--- config.mk ---
export PLATFORM = sky130hd
export DESIGN_NAME = scan_sel_gen
export DESIGN_NICKNAME = d
export VERILOG_FILES = /design/src/rtl/scan_sel_gen.sv
export SDC_FILE = /design/constraint.sdc
export NUM_CORES = 1
export LEC_CHECK = 0
export ABC_AREA = 0
export BUFFER_PORTS_ARGS = -buffer_cell sky130_fd_sc_hd__buf_2
export CAP_MARGIN = 20
export CORE_MARGIN = 2
export CORE_UTILIZATION = 40
export CTS_BUF_LIST = sky130_fd_sc_hd__clkbuf_8 sky130_fd_sc_hd__clkbuf_16
export DETAILED_ROUTE_END_ITERATION = 10
export PLACE_DENSITY = 0.65
export SYNTH_ARGS = -nofsm -noshare
export SYNTH_HDL_FRONTEND = slang
export SYNTH_SLANG_ARGS = --single-unit
--- constraint.sdc ---
create_clock -name clk -period 5 [get_ports clk]
set_input_delay 1.25 -clock clk [delete_from_list [all_inputs] [get_ports clk]]
set_output_delay 1.25 -clock clk [all_outputs]
set_load 0.02 [all_outputs]
--- src/rtl/scan_sel_gen.sv ---
`default_nettype none
// ============================================================================
//  Module      : scan_sel_gen
//  Description : Round-robin channel scanner. Walks the channels enabled in
//                an 8-bit mask, holding each for a programmable dwell, and
//                emits the 3-bit select code for a downstream 3-to-8 decoder.
//                Flags and counts completed frames.
//  Revision    : 1.0 - initial release
// ============================================================================
module scan_sel_gen #(
    parameter int DWELL_W = 8
) (
    input  logic               clk,
    input  logic               rst,
    input  logic               en,
    input  logic [7:0]         ch_mask,
    input  logic [DWELL_W-1:0] dwell,
    output logic [2:0]         scan_sel,
    output logic               sel_valid,
    output logic               frame_done,
    output logic [7:0]         frame_cnt
);

    typedef enum logic [0:0] {
        S_IDLE = 1'b0,
        S_SCAN = 1'b1
    } state_t;

    state_t             r_state;
    state_t             w_state_nx;
    logic [2:0]         r_sel;
    logic [2:0]         w_sel_nx;
    logic               r_valid;
    logic               w_valid_nx;
    logic               r_done;
    logic               w_done_nx;
    logic [7:0]         r_fcnt;
    logic [7:0]         w_fcnt_nx;
    logic [DWELL_W-1:0] r_cnt;
    logic [DWELL_W-1:0] w_cnt_nx;
    logic [DWELL_W-1:0] r_dwell;
    logic [DWELL_W-1:0] w_dwell_nx;

    logic [2:0]         w_low;
    logic [2:0]         w_next;
    logic               w_wrap;

    // Index of the lowest set mask bit: the starting channel of a scan.
    always_comb begin
        w_low = 3'd0;
        for (int i = 7; i >= 0; i--) begin
            if (ch_mask[i]) w_low = 3'(i);
        end
    end

    // Next enabled channel searching upward from r_sel+1 modulo 8; the current
    // channel (offset 8) is the final candidate. Descending loop so the
    // smallest offset wins.
    always_comb begin
        logic [2:0] idx;
        w_next = r_sel;
        for (int k = 8; k >= 1; k--) begin
            idx = r_sel + 3'(k);
            if (ch_mask[idx]) w_next = idx;
        end
    end

    // A frame completes whenever the advance does not move strictly upward.
    assign w_wrap = (w_next <= r_sel);

    // Next-state and next-output logic for the IDLE/SCAN controller.
    always_comb begin
        w_state_nx = r_state;
        w_sel_nx   = r_sel;
        w_valid_nx = r_valid;
        w_done_nx  = 1'b0;
        w_fcnt_nx  = r_fcnt;
        w_cnt_nx   = r_cnt;
        w_dwell_nx = r_dwell;
        case (r_state)
            S_IDLE: begin
                w_valid_nx = 1'b0;
                if (en && (ch_mask != 8'd0)) begin
                    w_state_nx = S_SCAN;
                    w_sel_nx   = w_low;
                    w_valid_nx = 1'b1;
                    w_cnt_nx   = '0;
                    w_dwell_nx = dwell;
                end
            end
            S_SCAN: begin
                if (!en) begin
                    // Stop: select code is kept, only the valid flag drops.
                    w_state_nx = S_IDLE;
                    w_valid_nx = 1'b0;
                    w_cnt_nx   = '0;
                end else if (r_cnt == r_dwell) begin
                    w_cnt_nx = '0;
                    if (ch_mask == 8'd0) begin
                        w_state_nx = S_IDLE;
                        w_valid_nx = 1'b0;
                    end else begin
                        w_sel_nx   = w_next;
                        w_dwell_nx = dwell;
                        if (w_wrap) begin
                            w_done_nx = 1'b1;
                            w_fcnt_nx = r_fcnt + 8'd1;
                        end
                    end
                end else begin
                    w_cnt_nx = r_cnt + 1'b1;
                end
            end
            default: begin
                w_state_nx = S_IDLE;
                w_valid_nx = 1'b0;
            end
        endcase
    end

    // State and output registers with synchronous reset.
    always_ff @(posedge clk) begin
        if (rst) begin
            r_state <= S_IDLE;
            r_sel   <= 3'd0;
            r_valid <= 1'b0;
            r_done  <= 1'b0;
            r_fcnt  <= 8'd0;
            r_cnt   <= '0;
            r_dwell <= '0;
        end else begin
            r_state <= w_state_nx;
            r_sel   <= w_sel_nx;
            r_valid <= w_valid_nx;
            r_done  <= w_done_nx;
            r_fcnt  <= w_fcnt_nx;
            r_cnt   <= w_cnt_nx;
            r_dwell <= w_dwell_nx;
        end
    end

    assign scan_sel   = r_sel;
    assign sel_valid  = r_valid;
    assign frame_done = r_done;
    assign frame_cnt  = r_fcnt;

endmodule
`default_nettype wire

==> metrics.txt, run 1 <==
commonest non-fill, non-tap cells in the layout 38 x nor2_1, 31 x buf_2, 30 x dfxtp_1; critical path cell sequence buf_2 > mux4_2 > mux2i_4 > nor2_1 > o311ai_2 > o2111ai_1 > a31o_1 > ha_1 > nor2b_1 > o21ai_0 > a32oi_1 > nor4_4 > nand2_1 > or3_1 > a21oi_1; Synth area leaders dfxtp_1 28%, mux2i_1 7.4%, mux4_2 7.2%, xor2_1 7.2%, nor2_1 6.5%; number of distinct library cells after synthesis 55; Synth Area in Simple Gates 19.70%; # rows 26; routed wire length 4886 um; total number of vias 1957; R2R Setup Slk just under 0.9 ns; port buffer count 31; Max FO, Critical Path 9; critical path required time 5.21 ns; Peak VDD IR approximately 220 uV; HP Class reg -> reg; Leak Pwr 1.097 nW; Initial DRT Pass Iterations 4; total negative slack 0 ns; Chip Width 77.80 um; Vias/cell 5.575; Max Root-Sink Buffers 2; area of the core 5172 um2; ANT cells 0; post-route ant nets 0; Post-DP Area around 2400 um2; Yosys reg bits 30; RSZ-0062 raised after global routing no; Placer Congestion 0.8479; final core occ 48.40%; Synth Flop Type dfxtp_1; Setup Skew 0.006088 ns; multi-input logic area 1480 um2; largest family of logic cells by synthesized area simple AND/OR/NAND/NOR gates; Detailed Place HPWL 3593 um; Post-CTS Hold Buffers 0; FF-to-FF End frame_cnt[5]; worst slew pin tran 0.6324 ns; Die Area 6052 um2; Area Overhead vs Synth 14.93%; DIE HEIGHT about 80 um; initial drt markers 94; final worst path period share 83.51%; kind of critical path in -> reg; commonest non-fill, non-tap cell in the layout nor2_1; Hold Fails Final Rpt 0; endpoint arrival time on the critical path 4.39 ns; number of filler cells placed in the layout 508; H-tree levels 2; share of post-route cells with drive strength above 1 between 20% and 30%; number of global-route vias before repair 1828; Adder-Cell Fraction of Synth Area 4.021%; CTS tree done; slowest stage cell on the critical path mux4_2; Synth Cell Area 2178 um2; Worst-Skew Late Latency 0.28 ns; initial antenna violation count 0; outcome finished, final reports clean; FF-to-FF Start scan_sel[0]; path depth of the worst reg2reg path 17; GRT met1 Usage 22.66%; Slew Viols, Final 0; first-pass GRT wire length 8328 um; Max Cap Violations 0; post-CTS resize count 0; crit end category flop; Synth Area in Compound Gates 16.37%; setup violators final 0; CTS root buffer clkbuf_8; number of synthesized flops with an enable pin 0; Rel. slew slack approximately 57%; TritonCTS Sinks 30; HP Start sel_valid; startpoint types input port; Avg Synthesized Cell Area between 8 and 9 um2; Post-CTS Setup Bufs 0; Post-synth ARST share 0%; Highest Clock Rate about 0.24 GHz; area leader, netlist dfxtp_1; largest net degree at the start of global routing 29; Initial Utilization 42.11%; Clk pin slew, worst setup/hold paths roughly 0.06 ns; Hold Path Stages 2; gr usage total 16.76%; Inserted Clock Buffers 5; Top Ports 32; DR DRC count 0; register area 600.6 um2; GRT busiest layer met2; YS warnings 0; Final Cell Area 2504 um2; grt met2 use 26.21%; fin crit period 4.176 ns; Hold Path Sink sel_valid; post-synthesis sequential area ratio roughly 28%; met3 Usage GRT 3.256%; total grt overflow 0; Cell Pwr Density 296.7 nW/um2; WL per Instance 13.92 um; post-synthesis mux area share 19.41%; Yosys top cell area share 27.57%; cells after synthesis 249; Max stage delay on crit path roughly 0.6 ns; Post-Syn Nets 275; XOR/XNOR Fraction of Synth Area between 8 and 9%; post-layout net count between 300 and 400
[critical path: cells and delay by family]
kind | cells | cell delay (ns)
simple gates | 5 | 0.84
compound gates | 6 | 1.07
fa+ha+maj | 1 | 0.28
buf+inv | 1 | 0.14
mux | 2 | 0.79
[where the power goes]
part | internal (W) | switching [W] | total, W
Sequential | 0.000248 | 0.00000719 | 0.000255
Combinational | 0.000107 | 0.000143 | 0.000250
Clock | 0.000146 | 0.0000915 | 0.000238
Total | 0.000501 | 0.000242 | 0.000743
[per-layer routing]
layer / part of all wire [%] / vias to the layer above
met5: 0 / -
met4: 1.2 / 0
met3: 5.5 / 8
met2: 45 / 65
met1: 48 / 907
li1: - / 977
[state kept, by name, summed over array words and instances, names as in the netlist]
| name | flops |
|---|---|
| frame_cnt | 8 |
| r_cnt | 8 |
| r_dwell | 8 |
| scan_sel | 3 |
| frame_done | 1 |
| r_state | 1 |
| sel_valid | 1 |
[stage by stage]
| step | worst slack, ns | hold slack, ns | cells | total power, W |
|---|---|---|---|---|
| after floorplan | 0.7503 | 0.4824 | 249 | 0.0004542 |
| after global placement | 0.6491 | 0.4874 | 343 | 0.0005038 |
| after detailed placement | 0.5472 | 0.4815 | 343 | 0.0005074 |
| after CTS | 0.8255 | 0.5080 | 351 | 0.0007495 |
| after global routing | 0.5538 | 0.5349 | 351 | 0.0007873 |
| final | 0.8243 | 0.5012 | 351 | 0.0007429 |
[synth_stat cells (4+ instances only)]
master,number
dfxtp_1,30
mux2i_1,16
nor2_1,38
inv_1,8
mux2_2,4
a21oi_1,14
xor2_1,18
o21ai_0,10
nand4_1,6
clkbuf_1,6
mux4_2,7
nand2_1,14
ha_1,7
nand3_1,5
[cell families (layout without fill, tap and decap cells)]
family,count (synthesis),in the layout
multiplexers,30,30
flip-flops,30,30
adder cells (fa/ha/maj),7,7
XOR/XNOR,21,21
buffers and inverters,22,54
AO/OA/AOI/OAI,52,52
AND/OR/NAND/NOR,87,87
[final cells by class]
| type | count | area share (%) |
|---|---|---|
| clock buffer | 5 | 2.749 |
| clock inverter | 3 | 1.599 |
| inverter | 11 | 1.649 |
| multi-input combinational | 197 | 59.12 |
| sequential | 30 | 23.99 |
| tap | 70 | 3.498 |
| timing repair buffer | 35 | 7.396 |
[worst max path at each step]
| stage | startpoint | to | slack [ns] | cells past startpoint |
|---|---|---|---|---|
| 2_1_floorplan | scan_sel[0] | frame_cnt[5] | 0.75 | 19 |
| 3_3_place_gp | ch_mask[0] | frame_cnt[5] | 0.65 | 15 |
| 3_5_place_dp | ch_mask[0] | frame_cnt[5] | 0.55 | 15 |
| 4_1_cts | ch_mask[0] | frame_cnt[5] | 0.83 | 15 |
| 5_1_grt | scan_sel[0] | frame_cnt[4] | 0.55 | 18 |
| 6_report | ch_mask[0] | frame_cnt[5] | 0.82 | 15 |
No activity file was read; power rests on OpenSTA's default activity.
==> run 2: changes to the inputs <==
Clock period 5 ns to 4.3 ns, I/O delays scaled along.
==> run 2 against run 1 <==
  * Combinational power rose by 18%
  * Global-route usage rose by 0.16 points
  * Clock skew rose by 0.00050 ns
  * Power rose by 10%
  * Register-to-register slack got worse by 0.45 ns
  * Critical path type unchanged
  * Largest power group unchanged
==> metrics.txt, run 2 (synthesis results as in run 1) <==
Chip Width 77.80 um; Inserted Clock Buffers 5; WL per Instance 14.01 um; routed wire length 4932 um; Post-CTS Setup Bufs 0; Clk pin slew, worst setup/hold paths 0.06 ns; Max Cap Violations 0; # rows 26; Peak VDD IR between 200 and 300 uV; outcome finished, final reports clean; H-tree levels 2; port buffer count 31; startpoint types input port; Top Ports 32; post-route ant nets 0; ANT cells 0; Max Root-Sink Buffers 2; share of post-route cells with drive strength above 1 a little over a fifth; kind of critical path in -> reg; crit end category flop; number of global-route vias before repair 1819; final worst path period share 93.40%; largest net degree at the start of global routing 29; Post-DP Area 2402 um2; CTS root buffer clkbuf_8; Highest Clock Rate 0.2490 GHz; pre-CTS setup slack roughly 0.023 ns; Initial Utilization 42.11%; RSZ-0062 raised after global routing no; Leak Pwr about 1.1 nW; Vias/cell 5.531; Initial DRT Pass Iterations 4; number of filler cells placed in the layout 510; worst slew pin tran approximately 0.68 ns; Area Overhead vs Synth 14.47%; endpoint arrival time on the critical path 4.22 ns; Cell Pwr Density between 300 and 400 nW/um2; post-layout net count 307; Final Worst Setup Slack 0.2837 ns; Die Area 6052 um2; Max FO, Critical Path 8; HP Class reg -> reg; total negative slack 0 ns; fin crit period 4.016 ns; commonest non-fill, non-tap cells in the layout 38 x nor2_1, 31 x buf_2, 30 x dfxtp_1; initial antenna violation count 0; DR DRC count 0; Detailed Place HPWL 3688 um; Rel. slew slack 54.34%; initial drt markers 128; setup violators final 0; Hold Fails Final Rpt 0; Slew Viols, Final 0; DP Cell Count between 300 and 400; total grt overflow 0; TritonCTS Sinks 30; Post-CTS Hold Buffers 0; Final Instance Count excl. Fillers around 350; area of the core 5172 um2; Hold WS 0.5087 ns; Worst-Skew Late Latency between 0.2 and 0.3 ns; first-pass GRT wire length 8404 um; Final Cell Area ~2500 um2; gr usage total between 15 and 20%; critical path required time 4.51 ns; total number of vias 1947; critical path cell sequence buf_2 > mux4_2 > mux2i_4 > nor2_1 > o311ai_2 > o2111ai_1 > a31o_1 > ha_1 > nor2b_1 > o21ai_0 > a32oi_1 > nor4_4 > nand2_1 > or3_1 > a21oi_1; Setup Skew 0.006591 ns; Max stage delay on crit path 0.59 ns; commonest non-fill, non-tap cell in the layout nor2_1; Placer Congestion approximately 0.84; post-CTS resize count 0; CTS tree done; DIE HEIGHT 77.80 um; slowest stage cell on the critical path mux4_2
run 2: cell count changes in the layout (fill, tap and decap cells not counted), sizes merged:
cell | before | now
buf | 35 | 36
bufinv | 1 | 0
clkbuf | 5 | 6
clkinv | 4 | 3
inv | 9 | 10
run 2: final cells by class:
class	count	area, um2	share of cell area, %
Timing Repair Buffer	36	192.7	7.727
Sequential cell	30	600.6	24.08
Inverter	11	41.29	1.656
Tap cell	70	87.58	3.512
Multi-Input combinational cell	197	1480	59.36
Clock buffer	6	82.58	3.312
Clock inverter	2	8.758	0.3512
run 2: worst paths after layout:
path                             startpoint  slack [ns]  depth (start not counted)           end
worst max-delay path             ch_mask[4]        0.28                         15  frame_cnt[5]
worst min-delay path              sel_valid        0.51                          2     sel_valid
worst min register to register    sel_valid        0.51                          2     sel_valid
worst max register to register  scan_sel[1]        0.44                         16  frame_cnt[5]
run 2: through the flow:
step	power [W]	util [%]
after global placement	0.0005914	46.44
after floorplan	0.0005282	-
final	0.0008191	48.21
after CTS	0.0008275	48.21
after detailed placement	0.0005947	46.44
after global routing	0.0008720	48.21
run 2: power by group:
group          internal, W  total [W]  switching [W]
clock             0.000126   0.000228       0.000102
combinational     0.000126   0.000294       0.000168
sequential        0.000288   0.000297     0.00000874
total             0.000541   0.000819       0.000278
run 2: layer usage:
metal	global-route usage [%]	routed length [um]
met1	22.69	2415
met2	26.55	2202
met3	3.605	221
met4	6.429	93
met5	0	0
run 2: critical path, delay by kind of cell:
kind	cells	cell delay, ns
adder cells (fa/ha/maj)	1	0.29
buffers and inverters	1	0.14
AO/OA/AOI/OAI	6	1.09
AND/OR/NAND/NOR	5	0.86
multiplexers	2	0.78
